## src/rtl/ctrl_unit_mc_pkg.sv

```systemverilog
// Shared definitions for the multi-cycle control unit: FSM states,
// opcodes, ALU function codes and the opcode decode helper.
package ctrl_unit_mc_pkg;

  typedef enum logic [2:0] {
    S_FETCH  = 3'd0,
    S_DECODE = 3'd1,
    S_EXEC   = 3'd2,
    S_MEM    = 3'd3,
    S_WB     = 3'd4
  } state_t;

  localparam logic [7:0] OP_LOADI = 8'h00;
  localparam logic [7:0] OP_MOV   = 8'h01;
  localparam logic [7:0] OP_ADD   = 8'h02;
  localparam logic [7:0] OP_SUB   = 8'h03;
  localparam logic [7:0] OP_AND   = 8'h04;
  localparam logic [7:0] OP_OR    = 8'h05;
  localparam logic [7:0] OP_J     = 8'h06;
  localparam logic [7:0] OP_BEQ   = 8'h07;
  localparam logic [7:0] OP_LWD   = 8'h08;
  localparam logic [7:0] OP_LWI   = 8'h09;
  localparam logic [7:0] OP_SWD   = 8'h0A;
  localparam logic [7:0] OP_SWI   = 8'h0B;
  localparam logic [7:0] OP_BNE   = 8'h0C;
  localparam logic [7:0] OP_SLL   = 8'h0D;
  localparam logic [7:0] OP_SRL   = 8'h0E;

  localparam logic [2:0] ALU_FWD   = 3'b000;
  localparam logic [2:0] ALU_ADD   = 3'b001;
  localparam logic [2:0] ALU_AND   = 3'b010;
  localparam logic [2:0] ALU_OR    = 3'b011;
  localparam logic [2:0] ALU_CMP   = 3'b101;
  localparam logic [2:0] ALU_ADDR  = 3'b110;
  localparam logic [2:0] ALU_SHIFT = 3'b111;

  // Per-opcode control summary; fields are independent of the FSM state.
  typedef struct packed {
    logic       alu_wr;      // result written back in EXEC
    logic       jump;
    logic       beq;
    logic       bne;
    logic       load;
    logic       store;
    logic       illegal;
    logic       sel_neg;
    logic       sel_reg;
    logic       shift_right;
    logic [2:0] alu_op;
  } decode_t;

  // sub negates source 2 and adds; beq/bne use the compare code with the
  // same negated operand so ZERO reflects equality.
  function automatic decode_t decode_op(input logic [7:0] op, input logic shift_en);
    decode_t d;
    d = '0;
    case (op)
      OP_LOADI: begin d.alu_wr = 1'b1; d.alu_op = ALU_FWD; end
      OP_MOV:   begin d.alu_wr = 1'b1; d.alu_op = ALU_FWD; d.sel_reg = 1'b1; end
      OP_ADD:   begin d.alu_wr = 1'b1; d.alu_op = ALU_ADD; d.sel_reg = 1'b1; end
      OP_SUB:   begin d.alu_wr = 1'b1; d.alu_op = ALU_ADD; d.sel_reg = 1'b1; d.sel_neg = 1'b1; end
      OP_AND:   begin d.alu_wr = 1'b1; d.alu_op = ALU_AND; d.sel_reg = 1'b1; end
      OP_OR:    begin d.alu_wr = 1'b1; d.alu_op = ALU_OR;  d.sel_reg = 1'b1; end
      OP_J:     d.jump = 1'b1;
      OP_BEQ:   begin d.beq = 1'b1; d.alu_op = ALU_CMP; d.sel_reg = 1'b1; d.sel_neg = 1'b1; end
      OP_BNE:   begin d.bne = 1'b1; d.alu_op = ALU_CMP; d.sel_reg = 1'b1; d.sel_neg = 1'b1; end
      OP_LWD:   begin d.load = 1'b1;  d.alu_op = ALU_ADDR; d.sel_reg = 1'b1; end
      OP_LWI:   begin d.load = 1'b1;  d.alu_op = ALU_ADDR; end
      OP_SWD:   begin d.store = 1'b1; d.alu_op = ALU_ADDR; d.sel_reg = 1'b1; end
      OP_SWI:   begin d.store = 1'b1; d.alu_op = ALU_ADDR; end
      OP_SLL, OP_SRL: begin
        if (shift_en) begin
          d.alu_wr      = 1'b1;
          d.alu_op      = ALU_SHIFT;
          d.shift_right = (op == OP_SRL);
        end else begin
          d.illegal = 1'b1;
        end
      end
      default:  d.illegal = 1'b1;
    endcase
    return d;
  endfunction

endpackage

```

## src/rtl/ctrl_unit_mc_branch_target.sv

```systemverilog
// Branch/jump target: PC + 4 + (sign-extended 8-bit offset << 2), modulo 2^PC_W.
module ctrl_unit_mc_branch_target #(
  parameter int PC_W = 32
) (
  input  logic [PC_W-1:0] pc,
  input  logic [7:0]      offset,
  output logic [PC_W-1:0] target
);

  // Word offset relative to the following instruction
  always_comb begin
    target = pc + PC_W'(4) + (PC_W'($signed(offset)) << 2);
  end

endmodule

```

## src/rtl/ctrl_unit_mc.sv

```systemverilog
// Multi-cycle control unit and PC sequencer: FETCH/DECODE/EXEC/MEM/WB.
// Stall handshake: ICACHE_BUSY and DCACHE_BUSY are inverted ready signals;
// a fetch or dcache access completes on a clock edge where busy is low,
// and the request (state, MEM_READ/MEM_WRITE) is held stable until then.
module ctrl_unit_mc
  import ctrl_unit_mc_pkg::*;
#(
  parameter int              DATA_W     = 8,
  parameter int              REG_ADDR_W = 3,
  parameter int              PC_W       = 32,
  parameter logic [PC_W-1:0] RESET_PC   = '0,
  parameter int              SHIFT_EN   = 1
) (
  input  logic                  CLK,
  input  logic                  RESET,
  input  logic [31:0]           INST,
  input  logic                  ICACHE_BUSY,
  input  logic                  DCACHE_BUSY,
  input  logic                  ZERO,
  output logic [PC_W-1:0]       PC,
  output logic [REG_ADDR_W-1:0] INADDRESS,
  output logic [REG_ADDR_W-1:0] OUT1ADDRESS,
  output logic [REG_ADDR_W-1:0] OUT2ADDRESS,
  output logic [DATA_W-1:0]     IMM,
  output logic [2:0]            ALU_OP,
  output logic                  SHIFT_RIGHT,
  output logic                  SEL_NEG,
  output logic                  SEL_REG,
  output logic                  SEL_MEM,
  output logic                  WRITE,
  output logic                  MEM_READ,
  output logic                  MEM_WRITE,
  output logic                  ILLEGAL,
  output state_t                STATE
);

  state_t          state, state_nxt;
  logic [31:0]     ir, ir_nxt;
  logic [PC_W-1:0] pc_nxt, pc_plus4, pc_target;
  decode_t         dec;
  logic            take_branch;
  logic            unused_ir;

  ctrl_unit_mc_branch_target #(.PC_W(PC_W)) u_branch_target (
    .pc     (PC),
    .offset (ir[23:16]),
    .target (pc_target)
  );

  assign dec         = decode_op(ir[31:24], SHIFT_EN != 0);
  assign pc_plus4    = PC + PC_W'(4);
  assign take_branch = dec.jump | (dec.beq & ZERO) | (dec.bne & ~ZERO);

  // Operand fields come straight from IR, which is frozen from DECODE to WB
  assign INADDRESS   = ir[16 +: REG_ADDR_W];
  assign OUT1ADDRESS = ir[8 +: REG_ADDR_W];
  assign OUT2ADDRESS = ir[0 +: REG_ADDR_W];
  assign IMM         = DATA_W'($signed(ir[7:0]));
  assign STATE       = state;
  assign unused_ir   = ^ir;

  // State, IR and PC registers; RESET wins over any pending access
  always_ff @(posedge CLK) begin
    if (RESET) begin
      state <= S_FETCH;
      ir    <= '0;
      PC    <= RESET_PC;
    end else begin
      state <= state_nxt;
      ir    <= ir_nxt;
      PC    <= pc_nxt;
    end
  end

  // Next state, IR capture and PC update
  always_comb begin
    state_nxt = state;
    ir_nxt    = ir;
    pc_nxt    = PC;
    case (state)
      S_FETCH: begin
        if (!ICACHE_BUSY) begin
          ir_nxt    = INST;
          state_nxt = S_DECODE;
        end
      end
      S_DECODE: state_nxt = S_EXEC;
      S_EXEC: begin
        if (dec.load || dec.store) begin
          state_nxt = S_MEM;
        end else begin
          state_nxt = S_FETCH;
          pc_nxt    = take_branch ? pc_target : pc_plus4;
        end
      end
      S_MEM: begin
        // Busy is only examined from inside MEM, never on the entry edge
        if (!DCACHE_BUSY) begin
          if (dec.load) begin
            state_nxt = S_WB;
          end else begin
            state_nxt = S_FETCH;
            pc_nxt    = pc_plus4;
          end
        end
      end
      S_WB: begin
        state_nxt = S_FETCH;
        pc_nxt    = pc_plus4;
      end
      default: state_nxt = S_FETCH;
    endcase
  end

  // Datapath controls; ALU selects stay valid from EXEC through WB
  always_comb begin
    ALU_OP      = 3'b000;
    SHIFT_RIGHT = 1'b0;
    SEL_NEG     = 1'b0;
    SEL_REG     = 1'b0;
    SEL_MEM     = 1'b0;
    WRITE       = 1'b0;
    MEM_READ    = 1'b0;
    MEM_WRITE   = 1'b0;
    ILLEGAL     = 1'b0;
    if (state == S_EXEC || state == S_MEM || state == S_WB) begin
      ALU_OP      = dec.alu_op;
      SHIFT_RIGHT = dec.shift_right;
      SEL_NEG     = dec.sel_neg;
      SEL_REG     = dec.sel_reg;
    end
    case (state)
      S_EXEC: begin
        WRITE   = dec.alu_wr;
        ILLEGAL = dec.illegal;
      end
      S_MEM: begin
        MEM_READ  = dec.load;
        MEM_WRITE = dec.store;
      end
      S_WB: begin
        WRITE   = 1'b1;
        SEL_MEM = 1'b1;
      end
      default: ;
    endcase
  end

endmodule

```

## config.mk

```make
export PLATFORM = sky130hd
export DESIGN_NAME = ctrl_unit_mc
export DESIGN_NICKNAME = d
export VERILOG_FILES = /design/src/rtl/ctrl_unit_mc_pkg.sv /design/src/rtl/ctrl_unit_mc_branch_target.sv /design/src/rtl/ctrl_unit_mc.sv
export SDC_FILE = /design/constraint.sdc
export NUM_CORES = 1
export LEC_CHECK = 0
export CAP_MARGIN = 20
export CORE_ASPECT_RATIO = 0.8
export CORE_MARGIN = 5
export CORE_UTILIZATION = 48
export DETAILED_ROUTE_END_ITERATION = 10
export GPL_TIMING_DRIVEN = 1
export PLACE_DENSITY_LB_ADDON = 0.12
export RECOVER_POWER = 100
export SYNTH_ARGS = -nofsm -noshare
export SYNTH_HDL_FRONTEND = slang
export SYNTH_SLANG_ARGS = --single-unit
```

## constraint.sdc

```tcl
create_clock -name CLK -period 3.7 [get_ports CLK]
set_input_delay 0.74 -clock CLK [delete_from_list [all_inputs] [get_ports CLK]]
set_output_delay 0.74 -clock CLK [all_outputs]
set_load 0.02 [all_outputs]
```

==> impl_metrics.ini, run 1 <==
[placement]
hpwl_um = 11100
io_buffer_count = 92
placed_area_um2 = 6510
gp_congestion = 0.894

[critical_path]
r2r-end = PC[31]$_SDFFE_PP0P_
critPathMaxStageDelay_ns = 0.34
worstPathRequired_ns = 3.92
critPathBufInv = 1
path_max_fanout = 4
end_kind = flop
path_depth = 16
crit_path_start_kind = flop
cp-startpoint = PC[7]$_SDFFE_PP0P_
critPathArrivalTime_ns = 4.02
endpoint = PC[31]$_SDFFE_PP0P_
r2r-start = PC[7]$_SDFFE_PP0P_
reg2reg_depth = 16
path_class = reg -> reg
crit_slowest_cell = dfxtp_4
path_cells = and4_4 > nand4_1 > nor2_1 > nand2_1 > xnor2_2 > ha_1 > and4_1 > and4_1 > a22oi_1 > o211ai_1 > o211a_1 > o31ai_4 > buf_4 > mux2i_1 > nand4_1 > mux2_1
rrSetupSlack_ns = -0.10
cp_top_family = simple AND/OR/NAND/NOR gates

[detailed_routing]
drtPass1Iterations = 5
vias_per_cell = 5.64
final_antenna_net_count = 0
num_vias = 5473
finalWirelength_um = 15100
drc = 0
drtIter0Drc = 423
routedWlPerCell_um = 15.6

[finish]
post-route-util_pct = 67.4
stdcell_area_um2 = 6930
nets = 900
area_growth_pct = 36.8
diodes = 0
fill_cells = 872
final_layout_size_suffix_gt1_share_pct = 16.9

[yosys]
synth_area_um2 = 5070
synth-main-ff-cell = dfxtp_1
synth_top_area_share_pct = 23.7
synth_area_leaders = dfxtp_1 24%, ha_1 9.1%, a21oi_1 7.8%
ys_seq_elements = 60
synth_edf_count = 0
ys_seq_area_share_pct = 23.7
yosysWarnings = 0
synthTopCellsByCount = 102 x nand2_1, 79 x a21oi_1, 65 x nor2_1, 60 x dfxtp_1, 37 x ha_1
async_reset_ff_share_pct = 0
synth_cell_types = 59
syn_inst = 695
synth.largest_area_cell = dfxtp_1
synthMostInstantiatedCell = nand2_1
syn_avg_cell_area_um2 = 7.29

[sta]
fin_crit_ns = 3.80
min_period_over_period_pct = 103
finalSetupViolCount = 1
drv_slew = 0
skew_ns = 0.00695
rsz0062_at_grt = yes
whs_ns = 0.454
final_hold_viol_count = 0
setup-tns-final_ns = -0.101
max_freq_mhz = 263
finalWorstSetupSlack_ns = -0.101
worst_pin_slew_ns = 1.24
maxSlewHeadroom_pct = 17.0

[global_route]
grt.overflow.total = 0
grt_antenna_before_repair = 0
grt_usage_pct = 23.2
first_global_vias = 5139
grt_max_degree = 40
grt_pass1_wl_um = 24600

[die]
dieArea_um2 = 12700
start_util_pct = 49.3
num_rows = 33
io_pins = 100
die_y_um = 102
core_um2 = 10300
die_x_um = 125

[hold_path]
hold_class = reg -> reg

[outcome]
outcome = complete, but fails checks
violations = negative setup slack

[flow_run]
cap_violations = 0

[clocking]
cts_buffer_depth = 2
root_buffer = clkbuf_16
cts_buffers = 9
clock_latency_ns = 0.34
cts_sinks = 60
clkSlewWorstSetupHoldPaths_ns = 0.06
h-tree-depth = 3
cts_tree = built

[power]
ir_drop_mv = 0.185
p_per_area_nw_per_um2 = 294
power.leakage_nw = 3.06
power.total_mw = 2.04
tightest hold or removal path: stages (launching register included):
cell     delay, ns
dfxtp_1       0.30
nand2_1       0.05
a21oi_1       0.05
repair_timing:
action / CTS / global route
setup endpoints to repair: 2 / 9
hold buffers: 0 / 0
buffers inserted: 1 / 3
gates resized for setup: 5 / 26
pin swaps: 3 / 11
stage by stage:
step | std cells | setup WS, ns
finish | 970 | -0.101
global route | 970 | -0.295
CTS | 967 | -0.0431
detailed placement | 950 | -0.142
global placement | 950 | -0.107
floorplan | 696 | -0.0753
where the power goes:
part,switching (mW),total (mW),internal [mW]
combinational,0.276,0.503,0.227
clock,0.333,0.810,0.477
sequential,0.0458,0.728,0.682
flip-flops by register name (all words and copies together) (netlist names):
signal / count
PC: 30
STATE: 3
ir: 27
logic make-up (layout without fill, tap and decap cells):
family          Yosys count  in the layout  synth area share [%]
mux                       7              7                  1.46
xor+xnor                 46             46                  7.95
other cells               1              2                0.0740
fa+ha+maj                38             38                  9.53
simple gates            275            275                  26.1
flops                    60             60                  23.7
buf+inv                  70            204                  6.82
compound gates          198            198                  24.4
worst min-delay path by stage:
stage | from | endpoint | slack [ns] | depth (start not counted)
2_1_floorplan | ir[10]$_SDFFE_PP0P_ | ir[10]$_SDFFE_PP0P_ | 0.44 | 2
3_3_place_gp | ir[6]$_SDFFE_PP0P_ | ir[6]$_SDFFE_PP0P_ | 0.44 | 2
3_5_place_dp | ir[10]$_SDFFE_PP0P_ | ir[10]$_SDFFE_PP0P_ | 0.45 | 2
4_1_cts | ir[10]$_SDFFE_PP0P_ | ir[10]$_SDFFE_PP0P_ | 0.46 | 2
5_1_grt | ir[28]$_SDFFE_PP0P_ | ir[28]$_SDFFE_PP0P_ | 0.48 | 2
6_report | ir[10]$_SDFFE_PP0P_ | ir[10]$_SDFFE_PP0P_ | 0.45 | 2
layer usage:
| metal | vias up | track usage, % | wire (um) |
|---|---|---|---|
| li1 | 2744 | - | - |
| met1 | 2551 | 30.7 | 7160 |
| met2 | 159 | 39.7 | 7060 |
| met3 | 19 | 5.38 | 719 |
| met4 | 0 | 4.50 | 170 |
| met5 | - | 0 | 0 |
cell type report:
| cell class | instances | area (um2) | share of cell area, % |
|---|---|---|---|
| Inverter | 14 | 52.6 | 0.758 |
| Sequential cell | 60 | 1230 | 17.7 |
| Multi-Input combinational cell | 566 | 3660 | 52.9 |
| Timing Repair Buffer | 174 | 1530 | 22.0 |
| Tap cell | 140 | 175 | 2.53 |
| Clock inverter | 6 | 47.5 | 0.686 |
| Clock buffer | 10 | 239 | 3.45 |
cells in the final DEF (no fill, tap or decap), drive strengths merged, types with 4 or more instances in the layout:
cell / n
a2111oi: 4
a211oi: 20
a21boi: 4
a21o: 13
a21oi: 79
a311oi: 5
a31oi: 4
and2: 5
and3: 6
and4: 8
buf: 81
clkbuf: 12
clkdlybuf4s50: 32
dfxtp: 60
dlygate4sd3: 59
ha: 37
inv: 16
mux2i: 4
nand2: 102
nand2b: 5
nand3: 23
nand3b: 4
nand4: 11
nor2: 65
nor2b: 5
nor3: 23
nor3b: 4
nor4: 9
o211ai: 4
o21a: 4
o21ai: 37
o21bai: 7
xnor2: 33
xor2: 13
Power figures use the tool's default switching activity.
==> run 2, diff against run 1 <==
--- a/config.mk
+++ b/config.mk
@@ -8,10 +8,10 @@
 export CAP_MARGIN = 20
 export CORE_ASPECT_RATIO = 0.8
 export CORE_MARGIN = 5
-export CORE_UTILIZATION = 48
+export CORE_UTILIZATION = 55
 export DETAILED_ROUTE_END_ITERATION = 10
 export GPL_TIMING_DRIVEN = 1
-export PLACE_DENSITY_LB_ADDON = 0.12
+export PLACE_DENSITY_LB_ADDON = 0.08
 export RECOVER_POWER = 100
 export SYNTH_ARGS = -nofsm -noshare
 export SYNTH_HDL_FRONTEND = slang
==> constraint.sdc (replaced) <==
create_clock -name CLK -period 4.5 [get_ports CLK]
set_input_delay 0.9 -clock CLK [delete_from_list [all_inputs] [get_ports CLK]]
set_output_delay 0.9 -clock CLK [all_outputs]
set_load 0.02 [all_outputs]
==> run 2 against run 1 <==
Net effect: the flow now finishes without violations; sequential power decreased by 17%; critical path type unchanged; non-clock buffer count decreased by 68; via count decreased by 1.9%; cell area decreased by 9.4%; hold slack got worse by 0.0046 ns; sequential share of layout area increased by 1.4 points; worst setup slack improved by 0.34 ns; cell count decreased by 9.6%; power decreased by 15%; clock-buffer cell count increased by 1; clock power decreased by 4.9%; utilization increased by 2.1 points.
==> impl_metrics.ini, run 2 (synthesis gave the netlist of run 1 again) <==
[outcome]
outcome = completed

[detailed_routing]
drc = 0
vias_per_cell = 6.12
routedWlPerCell_um = 16.6
num_vias = 5370
drtPass1Iterations = 5
finalWirelength_um = 14500
drtIter0Drc = 435
final_antenna_net_count = 0

[sta]
min_period_over_period_pct = 94.6
skew_ns = 0.00665
fin_crit_ns = 4.26
finalSetupViolCount = 0
finalWorstSetupSlack_ns = 0.242
max_freq_mhz = 235
worst_pin_slew_ns = 1.06
rsz0062_at_grt = no
final_hold_viol_count = 0
whs_ns = 0.449
drv_slew = 0
setup-tns-final_ns = 0
maxSlewHeadroom_pct = 29.2

[clocking]
cts_buffer_depth = 2
hold_buffers = 0
cts_tree = built
cts_resized = 0
cts_buffers = 9
root_buffer = clkbuf_16
h-tree-depth = 3
cts_setup_buffers = 0
cts_sinks = 60
clkSlewWorstSetupHoldPaths_ns = 0.05
clock_latency_ns = 0.33

[finish]
largest-register = PC
largest_register_ffs = 30
fill_cells = 751
final_layout_size_suffix_gt1_share_pct = 5.12
layout_commonest_cell = nand2_1
final_cell_mix = 102 x nand2_1, 79 x a21oi_1, 65 x nor2_1, 61 x dlygate4sd3_1, 60 x dfxtp_1
diodes = 0
area_growth_pct = 24.0
nets = 832

[placement]
hpwl_um = 10300
gp_congestion = 0.924
io_buffer_count = 92
place_ws_ns = 0.233

[critical_path]
cp_top_family = simple AND/OR/NAND/NOR gates
path_cells = and4_1 > nand4_1 > buf_4 > nor3_2 > nand2_1 > xnor2_1 > ha_1 > a21oi_1 > o21ai_1 > a21oi_1 > o21bai_1 > o31ai_2 > mux2_2 > nand4_1 > mux2_1
worstPathRequired_ns = 4.72
critPathArrivalTime_ns = 4.48
critPathMaxStageDelay_ns = 0.44
critPathBufInv = 1
crit_path_start_kind = flop
end_kind = flop
crit_slowest_cell = nor3_2
path_class = reg -> reg
path_max_fanout = 8

[global_route]
grt_antenna_before_repair = 0
grt_max_degree = 33
first_global_vias = 5063
grt_pass1_wl_um = 24100
grt_usage_pct = 25.4
grt.overflow.total = 0

[power]
ir_drop_mv = 0.274
p_per_area_nw_per_um2 = 277
power.leakage_nw = 2.65

[die]
start_util_pct = 56.1
die_y_um = 95.8
num_rows = 31
die_x_um = 117
core_um2 = 9040
dieArea_um2 = 11200
io_pins = 100

[flow_run]
cap_violations = 0

[hold_path]
hold_class = reg -> reg
==> run 2: worst register-to-register path, stage by stage, from the launching register on <==
cell      delay, ns
dfxtp_1        0.40
and4_1         0.38
nand4_1        0.18
buf_4          0.20
nor3_2         0.44
nand2_1        0.18
xnor2_1        0.27
ha_1           0.37
a21oi_1        0.18
o21ai_1        0.08
a21oi_1        0.19
o21bai_1       0.16
o31ai_2        0.33
mux2_2         0.38
nand4_1        0.10
mux2_1         0.32
==> run 2: report_power, final <==
group	switching [mW]	internal [mW]	total (mW)
Sequential	0.0405	0.562	0.602
Clock	0.255	0.515	0.770
Combinational	0.213	0.153	0.366
Total	0.508	1.23	1.74
==> run 2: metrics by stage <==
| step | instances | cell area, um2 | power, mW | util (%) |
|---|---|---|---|---|
| after floorplan | 696 | 5070 | 0.858 | - |
| after global placement | 860 | 5950 | 0.972 | 65.9 |
| after detailed placement | 860 | 5950 | 0.982 | 65.9 |
| after CTS | 876 | 6290 | 1.76 | 69.6 |
| after global routing | 877 | 6280 | 1.82 | 69.5 |
| final | 877 | 6280 | 1.74 | 69.5 |
==> run 2: routing by layer <==
layer  wire length, um  vias up  global-route usage [%]
li1                  -     2600                       -
met1              6360     2500                    32.6
met2              6700      241                    41.4
met3              1180       29                    5.99
met4               282        0                    10.3
met5                 0        -                       0
==> run 2: worst paths after layout <==
path | end | cells after the start | startpoint | slack [ns]
max | PC[31]$_SDFFE_PP0P_ | 15 | PC[6]$_SDFFE_PP0P_ | 0.24
min | ir[10]$_SDFFE_PP0P_ | 2 | ir[10]$_SDFFE_PP0P_ | 0.45
max reg2reg | PC[31]$_SDFFE_PP0P_ | 15 | PC[6]$_SDFFE_PP0P_ | 0.24
min reg2reg | ir[10]$_SDFFE_PP0P_ | 2 | ir[10]$_SDFFE_PP0P_ | 0.45
==> run 2: layout make-up <==
class                   count  area (um2)  area share (%)
repair buffers            106        1010            16.1
flip-flops and latches     60        1200            19.1
clock inverters             5        83.8            1.33
clock buffers              11         253            4.02
multi-input cells         566        3540            56.3
inverters                  14        52.6           0.836
well taps                 115         144            2.29
